### config.mk
export PLATFORM = sky130hd
export DESIGN_NAME = training_sequencer
export DESIGN_NICKNAME = d
export VERILOG_FILES = /design/src/rtl/training_sequencer_pkg.sv /design/src/rtl/training_sequencer_bce_gradient.sv /design/src/rtl/training_sequencer.sv
export SDC_FILE = /design/constraint.sdc
export NUM_CORES = 2
export LEC_CHECK = 0
export ABC_AREA = 1
export BUFFER_PORTS_ARGS = -buffer_cell sky130_fd_sc_hd__buf_2
export CORE_MARGIN = 5
export CORE_UTILIZATION = 30
export DETAILED_ROUTE_END_ITERATION = 8
export PLACE_DENSITY = 0.51
export SETUP_SLACK_MARGIN = 0.1
export SLEW_MARGIN = 40
export SYNTH_ARGS = -nofsm -noshare
export SYNTH_HDL_FRONTEND = slang
export SYNTH_SLANG_ARGS = --single-unit
### constraint.sdc
create_clock -name clk -period 129.6 [get_ports clk]
set_clock_uncertainty 0.1 [all_clocks]
set_input_delay 19.44 -clock clk [delete_from_list [all_inputs] [get_ports clk]]
set_output_delay 19.44 -clock clk [all_outputs]
set_load 0.01 [all_outputs]
### src/rtl/training_sequencer_pkg.sv
// Shared types for the training sequencer: Q8.8 fixed point, activation and sequencer state enums.
// Saturating arithmetic helpers used by the gradient datapath.
package training_sequencer_pkg;

  localparam int unsigned SFP_W  = 16;
  localparam int unsigned FRAC_W = 8;
  localparam int unsigned WIDE_W = 2 * SFP_W;
  localparam int unsigned SUM_W  = SFP_W + 1;

  typedef logic signed [SFP_W-1:0] sfp;

  localparam sfp ONE       = 16'sh0100;
  localparam sfp HALF      = 16'sh0080;
  localparam sfp epsilon   = 16'sh0001;
  localparam sfp ONE_M_EPS = 16'sh00FF;
  localparam sfp SFP_MAX   = 16'sh7FFF;
  localparam sfp SFP_MIN   = 16'sh8000;

  typedef enum logic [1:0] {ACT_SIGMOID, ACT_RELU, ACT_TANH, ACT_LINEAR} act_func;

  typedef enum logic [2:0] {IDLE, TRAIN, EVAL, DRAIN, DONE} seq_state_t;

  typedef enum logic [1:0] {TAG_NONE, TAG_TRAIN, TAG_EVAL} phase_tag_t;

  function automatic sfp sfp_sat(input logic signed [SUM_W-1:0] s);
    if (s[SUM_W-1] != s[SUM_W-2]) return s[SUM_W-1] ? SFP_MIN : SFP_MAX;
    return sfp'(s);
  endfunction

  function automatic sfp sfp_add(input sfp a, input sfp b);
    return sfp_sat(SUM_W'(a) + SUM_W'(b));
  endfunction

  function automatic sfp sfp_sub(input sfp a, input sfp b);
    return sfp_sat(SUM_W'(a) - SUM_W'(b));
  endfunction

  // Division by zero saturates towards the sign of the numerator.
  function automatic sfp sfp_div(input sfp a, input sfp b);
    logic signed [WIDE_W-1:0] num;
    logic signed [WIDE_W-1:0] den;
    logic signed [WIDE_W-1:0] q;
    if (b == '0) return (a < 0) ? SFP_MIN : SFP_MAX;
    num = WIDE_W'(a) <<< FRAC_W;
    den = WIDE_W'(b);
    q   = num / den;
    if (q > WIDE_W'(SFP_MAX)) return SFP_MAX;
    if (q < WIDE_W'(SFP_MIN)) return SFP_MIN;
    return sfp'(q);
  endfunction

endpackage

### src/rtl/training_sequencer_bce_gradient.sv
// Combinational binary-cross-entropy gradient for one prediction/label pair.
// TRAINING_SEQUENCER_GRAD_CLAMP_EN clamps the prediction to [epsilon, ONE-epsilon] before dividing.
module bce_gradient
  import training_sequencer_pkg::*;
(
  input  sfp prediction,
  input  sfp expected,
  output sfp gradient
);

  sfp p_use;
  sfp p_eps;
  sfp t_pos;
  sfp t_neg;

  always_comb begin
`ifdef TRAINING_SEQUENCER_GRAD_CLAMP_EN
    if (prediction < epsilon)        p_use = epsilon;
    else if (prediction > ONE_M_EPS) p_use = ONE_M_EPS;
    else                             p_use = prediction;
`else
    p_use = prediction;
`endif
    p_eps    = sfp_add(p_use, epsilon);
    t_pos    = sfp_div(expected, p_eps);
    t_neg    = sfp_div(sfp_sub(ONE, expected), sfp_sub(ONE, p_eps));
    gradient = sfp_sub('0, sfp_sub(t_pos, t_neg));
  end

endmodule

### src/rtl/training_sequencer.sv
// Steps a perceptron through TRAIN/EVAL passes over a small sample table for a number of epochs.
// Build option TRAINING_SEQUENCER_GRAD_CLAMP_EN is handled inside bce_gradient.
module training_sequencer
  import training_sequencer_pkg::*;
#(
  parameter int unsigned INPUT_UNITS  = 2,
  parameter int unsigned NUM_SAMPLES  = 4,
  parameter int unsigned PRED_LATENCY = 1,
  localparam int unsigned ADDR_W = (NUM_SAMPLES > 1) ? $clog2(NUM_SAMPLES) : 1
) (
  input  logic              clk,
  input  logic              rst,
  input  logic              wr_en,
  input  logic [ADDR_W-1:0] wr_addr,
  input  sfp                wr_values [INPUT_UNITS],
  input  sfp                wr_expected,
  input  logic              start,
  input  logic [15:0]       epochs,
  input  sfp                prediction,
  output sfp                values [INPUT_UNITS],
  output logic              training,
  output act_func           activation,
  output sfp                learning_rate,
  output sfp                error_gradient,
  output logic              busy,
  output logic              done,
  output logic [15:0]       epoch_idx,
  output logic [6:0]        correct_count
);

  localparam logic [ADDR_W-1:0] LAST_IDX   = ADDR_W'(NUM_SAMPLES - 1);
  localparam logic [1:0]        LAST_DRAIN = 2'(PRED_LATENCY - 1);

  seq_state_t        state, state_next;
  logic [ADDR_W-1:0] idx, idx_next;
  logic [1:0]        drain_cnt, drain_next;
  logic [15:0]       epochs_q, epochs_next, epoch_next;

  sfp tbl_values   [NUM_SAMPLES][INPUT_UNITS];
  sfp tbl_expected [NUM_SAMPLES];

  logic       busy_d, done_d, training_d;
  sfp         values_d [INPUT_UNITS];
  sfp         exp_d, exp_drv;
  phase_tag_t tag_d, tag_drv;

  phase_tag_t tag_pipe [PRED_LATENCY];
  sfp         exp_pipe [PRED_LATENCY];
  sfp         grad_raw;
  logic       hit;
  logic [6:0] scratch;
  logic       addr_ok;

  wire last_sample = (idx == LAST_IDX);
  wire last_drain  = (drain_cnt == LAST_DRAIN);

  assign activation    = ACT_SIGMOID;
  assign learning_rate = ONE;

  if ((1 << ADDR_W) == NUM_SAMPLES) begin : g_addr_full
    assign addr_ok = 1'b1;
  end else begin : g_addr_part
    assign addr_ok = (32'(wr_addr) < NUM_SAMPLES);
  end

  // Sample table has no reset so a mid-run reset leaves it intact.
  always_ff @(posedge clk) begin
    if (state == IDLE && wr_en && addr_ok) begin
      tbl_values[wr_addr]   <= wr_values;
      tbl_expected[wr_addr] <= wr_expected;
    end
  end

  always_ff @(posedge clk or posedge rst) begin
    if (rst) begin
      state     <= IDLE;
      idx       <= '0;
      drain_cnt <= '0;
      epochs_q  <= '0;
      epoch_idx <= '0;
    end else begin
      state     <= state_next;
      idx       <= idx_next;
      drain_cnt <= drain_next;
      epochs_q  <= epochs_next;
      epoch_idx <= epoch_next;
    end
  end

  always_comb begin
    state_next  = state;
    idx_next    = idx;
    drain_next  = drain_cnt;
    epochs_next = epochs_q;
    epoch_next  = epoch_idx;
    case (state)
      IDLE: if (start) begin
        epochs_next = epochs;
        epoch_next  = '0;
        idx_next    = '0;
        drain_next  = '0;
        state_next  = (epochs == '0) ? EVAL : TRAIN;
      end
      TRAIN: if (last_sample) begin
        idx_next   = '0;
        state_next = EVAL;
      end else begin
        idx_next = idx + 1'b1;
      end
      EVAL: if (last_sample) begin
        idx_next   = '0;
        drain_next = '0;
        state_next = DRAIN;
      end else begin
        idx_next = idx + 1'b1;
      end
      DRAIN: if (last_drain) begin
        drain_next = '0;
        epoch_next = epoch_idx + 16'd1;
        state_next = (17'(epoch_idx) + 17'd1 < 17'(epochs_q)) ? TRAIN : DONE;
      end else begin
        drain_next = drain_cnt + 2'd1;
      end
      DONE:    state_next = IDLE;
      default: state_next = IDLE;
    endcase
  end

  // Decoded from the next state so the registered outputs line up with the state register.
  always_comb begin
    busy_d     = (state_next != IDLE);
    done_d     = (state_next == DONE);
    training_d = (state_next == TRAIN);
    tag_d      = TAG_NONE;
    exp_d      = '0;
    for (int i = 0; i < INPUT_UNITS; i++) values_d[i] = '0;
    if (state_next == TRAIN || state_next == EVAL) begin
      tag_d    = (state_next == TRAIN) ? TAG_TRAIN : TAG_EVAL;
      exp_d    = tbl_expected[idx_next];
      values_d = tbl_values[idx_next];
    end
  end

  always_ff @(posedge clk or posedge rst) begin
    if (rst) begin
      busy     <= 1'b0;
      done     <= 1'b0;
      training <= 1'b0;
      tag_drv  <= TAG_NONE;
      exp_drv  <= '0;
      for (int i = 0; i < INPUT_UNITS; i++) values[i] <= '0;
    end else begin
      busy     <= busy_d;
      done     <= done_d;
      training <= training_d;
      tag_drv  <= tag_d;
      exp_drv  <= exp_d;
      values   <= values_d;
    end
  end

  // Label and phase follow the driven sample through the perceptron's latency.
  always_ff @(posedge clk or posedge rst) begin
    if (rst) begin
      for (int i = 0; i < PRED_LATENCY; i++) begin
        tag_pipe[i] <= TAG_NONE;
        exp_pipe[i] <= '0;
      end
    end else begin
      tag_pipe[0] <= tag_drv;
      exp_pipe[0] <= exp_drv;
      for (int i = 1; i < PRED_LATENCY; i++) begin
        tag_pipe[i] <= tag_pipe[i-1];
        exp_pipe[i] <= exp_pipe[i-1];
      end
    end
  end

  bce_gradient u_grad (
    .prediction (prediction),
    .expected   (exp_pipe[PRED_LATENCY-1]),
    .gradient   (grad_raw)
  );

  assign error_gradient = (tag_pipe[PRED_LATENCY-1] == TAG_TRAIN) ? grad_raw : '0;
  assign hit = (tag_pipe[PRED_LATENCY-1] == TAG_EVAL) &&
               ((prediction < HALF) == (exp_pipe[PRED_LATENCY-1] < HALF));

  // The final eval prediction lands in the last DRAIN cycle, so it is folded in on the copy.
  always_ff @(posedge clk or posedge rst) begin
    if (rst) begin
      scratch       <= '0;
      correct_count <= '0;
    end else if (state == IDLE && start) begin
      scratch <= '0;
    end else if (state == DRAIN && last_drain) begin
      correct_count <= scratch + 7'(hit);
      scratch       <= '0;
    end else if (hit) begin
      scratch <= scratch + 7'd1;
    end
  end

endmodule

==> flow_summary.ini <==
[synthesis]
yosysTopAreaCell = ha_1
syn_inst = 11000
synth_flop_cell = edfxtp_1
ys_ff_latch = 315
post_synth_num_cell_types = 87
yosys-top-cells-area = ha_1 19%, nand2_1 15%, edfxtp_1 8.2%
ys_seq_area_share_pct = 12.5
syn_area_um2 = 70700
yosysTopAreaCellShare_pct = 19.4
synth_edf_count = 192
syn_area_per_cell_um2 = 6.41
synthArstFlopShare_pct = 39.0
synth_warnings = 0

[setup_path]
rr_startpoint = epoch_idx[0]
max_stage_delay_ns = 0.48
required_ns = 110.06
arrival_ns = 102.93
cp.depth = 690
crit_type = in -> out
setup.worst_path.start_class = primary input
cp_slowest_cell = or4_1
crit_fanout = 23
regToRegSetupSlack_ns = 124.66
r2r-end = exp_drv[6]
r2r_cells = 24
cpMostUsedCell = nand2_1
end_kind = primary output
cpLargestDelayFamily = compound AO/OA/AOI/OAI gates
path_buf_inv = 137

[cells_and_area]
multi_input_area_um2 = 59200
syn_to_final_growth_pct = 22.9
register_area_um2 = 8840
drive_above_1_share_pct = 18.3
final_nets = 13300
fill_cells = 25600

[timing]
final-max-slew-violation-count = 0
post-route-period-util_pct = 94.5
slew_headroom_pct = 42.2
min_period_ns = 122.47
finalSetupViolCount = 0
hold_viol = 0
fmax_mhz = 8.17
tightest_slew_ns = 0.861
whs_ns = 0.249
rsz0062_at_grt = yes

[cts]
h-tree-depth = 2
tritoncts = done
insertion_delay_ns = 0.53
cts-root-buf = clkbuf_16
cts_made_buffers = 35
clock_path_buffers = 3
cts_hold_buf = 0
numClockSinks = 315
path_clk_slew_ns = 0.06

[hold_path]
timing.hold.worst.start = exp_drv[13]
hold_depth = 0
hold_class = reg -> reg
hold_end = exp_pipe[13]

[floorplanning]
ios = 178
die_width_um = 495
core_um2 = 235000
die_h_um = 495
dieArea_um2 = 245000
start_util_pct = 30.1
row_count = 178

[placed_design]
place.gp.congestion = 0.944
io_buffer_count = 159
place_hpwl_um = 196000

[global_routing]
grt_use_total_pct = 18.8
gr-total-overflow = 0
grt_max_degree = 87
grt_pass1_vias = 67700
antenna_found_initial = 7
grt_pass1_wl_um = 374000

[run_status]
status = finished, final reports clean

[drt]
wl_per_cell_um = 16.0
drt-vias-per-instance = 4.79
ant_nets = 0
num_vias = 73400
drc = 0
routed_wl_um = 245000
first_pass_iters = 8
drt_iter0_markers = 3815

[flow_run]
cap_violations = 0
## registers in the layout, indices dropped and copies added, names as in the netlist
| signal | cells |
|---|---|
| tbl_values | 128 |
| tbl_expected | 64 |
| values | 32 |
| epoch_idx | 16 |
| epochs_q | 16 |
| exp_drv | 16 |
| exp_pipe | 16 |
| correct_count | 7 |
| scratch | 7 |
| state | 3 |
| drain_cnt | 2 |
| idx | 2 |
| tag_pipe | 2 |
| busy | 1 |
| done | 1 |
| tag_drv | 1 |
| training | 1 |
## metal layers
layer / up-vias / GRT usage, % / wire (µm)
met5: - / 0 / 36
met1: 33500 / 24.9 / 114000
met4: 6 / 3.03 / 5080
li1: 38600 / - / -
met3: 208 / 0.901 / 7060
met2: 1070 / 34.1 / 119000
## cells by family after synthesis
kind of cell | after synthesis | synth area share [%]
muxes | 11 | 0.177
adders and majority gates | 1097 | 19.5
buffers and inverters | 1800 | 10.1
DFF | 315 | 12.5
and+or+nand+nor | 4581 | 27.5
other | 2 | 0.0106
xor gates and xnor gates | 833 | 10.3
AOI/OAI and AO/OA | 2385 | 19.9
## synth_stat cells (all sizes together), types with 8 or more instances
cell type / instances
a2111oi: 10
a211oi: 32
a21boi: 28
a21o: 87
a21oi: 1023
a221oi: 13
a311oi: 50
a31oi: 44
and2: 8
buf: 159
clkbuf: 99
clkinv: 15
dfrtp: 123
edfxtp: 192
ha: 1094
inv: 1527
mux2i: 9
nand2: 2842
nand3: 462
nand3b: 23
nand4: 97
nor2: 813
nor3: 126
nor4: 36
o2111ai: 10
o211ai: 30
o21a: 27
o21ai: 821
o21bai: 109
o221ai: 25
o311ai: 8
o31ai: 45
or2: 157
xnor2: 370
xor2: 463
## worst reg2reg max path: stages, from the launching register on
cell and delay, ns:
dfrtp_1 0.39, inv_1 0.08, nor3_1 0.28, nand3_1 0.16, nor2_1 0.16, nand2_1 0.09, nor4_1 0.35, xor2_1 0.25
inv_1 0.07, ha_1 0.27, nand2_1 0.08, nor2_1 0.05, a211oi_1 0.17, o31ai_1 0.11, nand3_1 0.08, nand2_1 0.05
a2111o_1 0.36, or2_2 0.27, nand2_1 0.10, inv_1 0.06, nor2_1 0.13, or2_2 0.13, inv_2 0.02, buf_4 0.31
a311oi_1 0.63
## cells in the final DEF, fill, tap and decap left out, types with 58 or more instances in the layout
master,Yosys,routed
nand3_1,438,424
a21oi_1,990,825
nor2_1,780,724
o21bai_1,101,78
inv_2,60,88
or2_2,147,143
nand2_1,2771,2679
o21ai_1,197,247
buf_4,61,798
xnor2_1,370,368
edfxtp_1,192,192
nand2_2,61,141
xor2_1,461,452
o21ai_2,74,154
nor2_2,19,58
o21ai_0,549,407
dfrtp_1,123,123
ha_1,1094,1033
a21o_1,87,87
buf_2,80,160
inv_1,1467,1428
nor3_1,114,92
a21oi_2,28,183
nand4_1,94,94
conb_1,2,306
## timing repair
item,CTS,global route
gates cloned,1,21
pin swaps,1,387
resized for setup,17,930
endpoints found under the setup margin,16,16
setup buffers,6,201
## worst max path at each step
stage | startpoint | to | slack [ns]
2_1_floorplan | prediction[0] | error_gradient[10] | 3.41
3_3_place_gp | prediction[13] | error_gradient[14] | -0.33
3_5_place_dp | prediction[0] | error_gradient[14] | -1.70
4_1_cts | prediction[0] | error_gradient[11] | 0.13
5_1_grt | prediction[13] | error_gradient[11] | -0.95
6_report | prediction[0] | error_gradient[11] | 7.13
## per-stage QoR
step	TNS (ns)	utilization [%]	std cells	cell area (µm²)	worst slack, ns
2_1_floorplan	0	-	11300	71800	3.41
3_3_place_gp	-2.23	34.2	15000	80400	-0.329
3_5_place_dp	-24.00	34.2	15000	80400	-1.70
4_1_cts	0	34.7	15100	81600	0.134
5_1_grt	-13.94	37.0	15300	86800	-0.953
6_report	0	37.0	15300	86800	7.13
## cell type report
type / count / share of cell area (%)
antenna: 3 / 0.00865
timing repair buffer: 1023 / 9.03
clock buffer: 47 / 1.07
tap: 3150 / 4.54
inverter: 1542 / 6.76
multi-input combinational: 9215 / 68.2
sequential: 315 / 10.2
clock inverter: 15 / 0.156
timing repair inverter: 7 / 0.0562
Power is left out: the tool's default activity adds up to more than one toggle a clock period on the data nets, which glitch-free logic cannot reach.
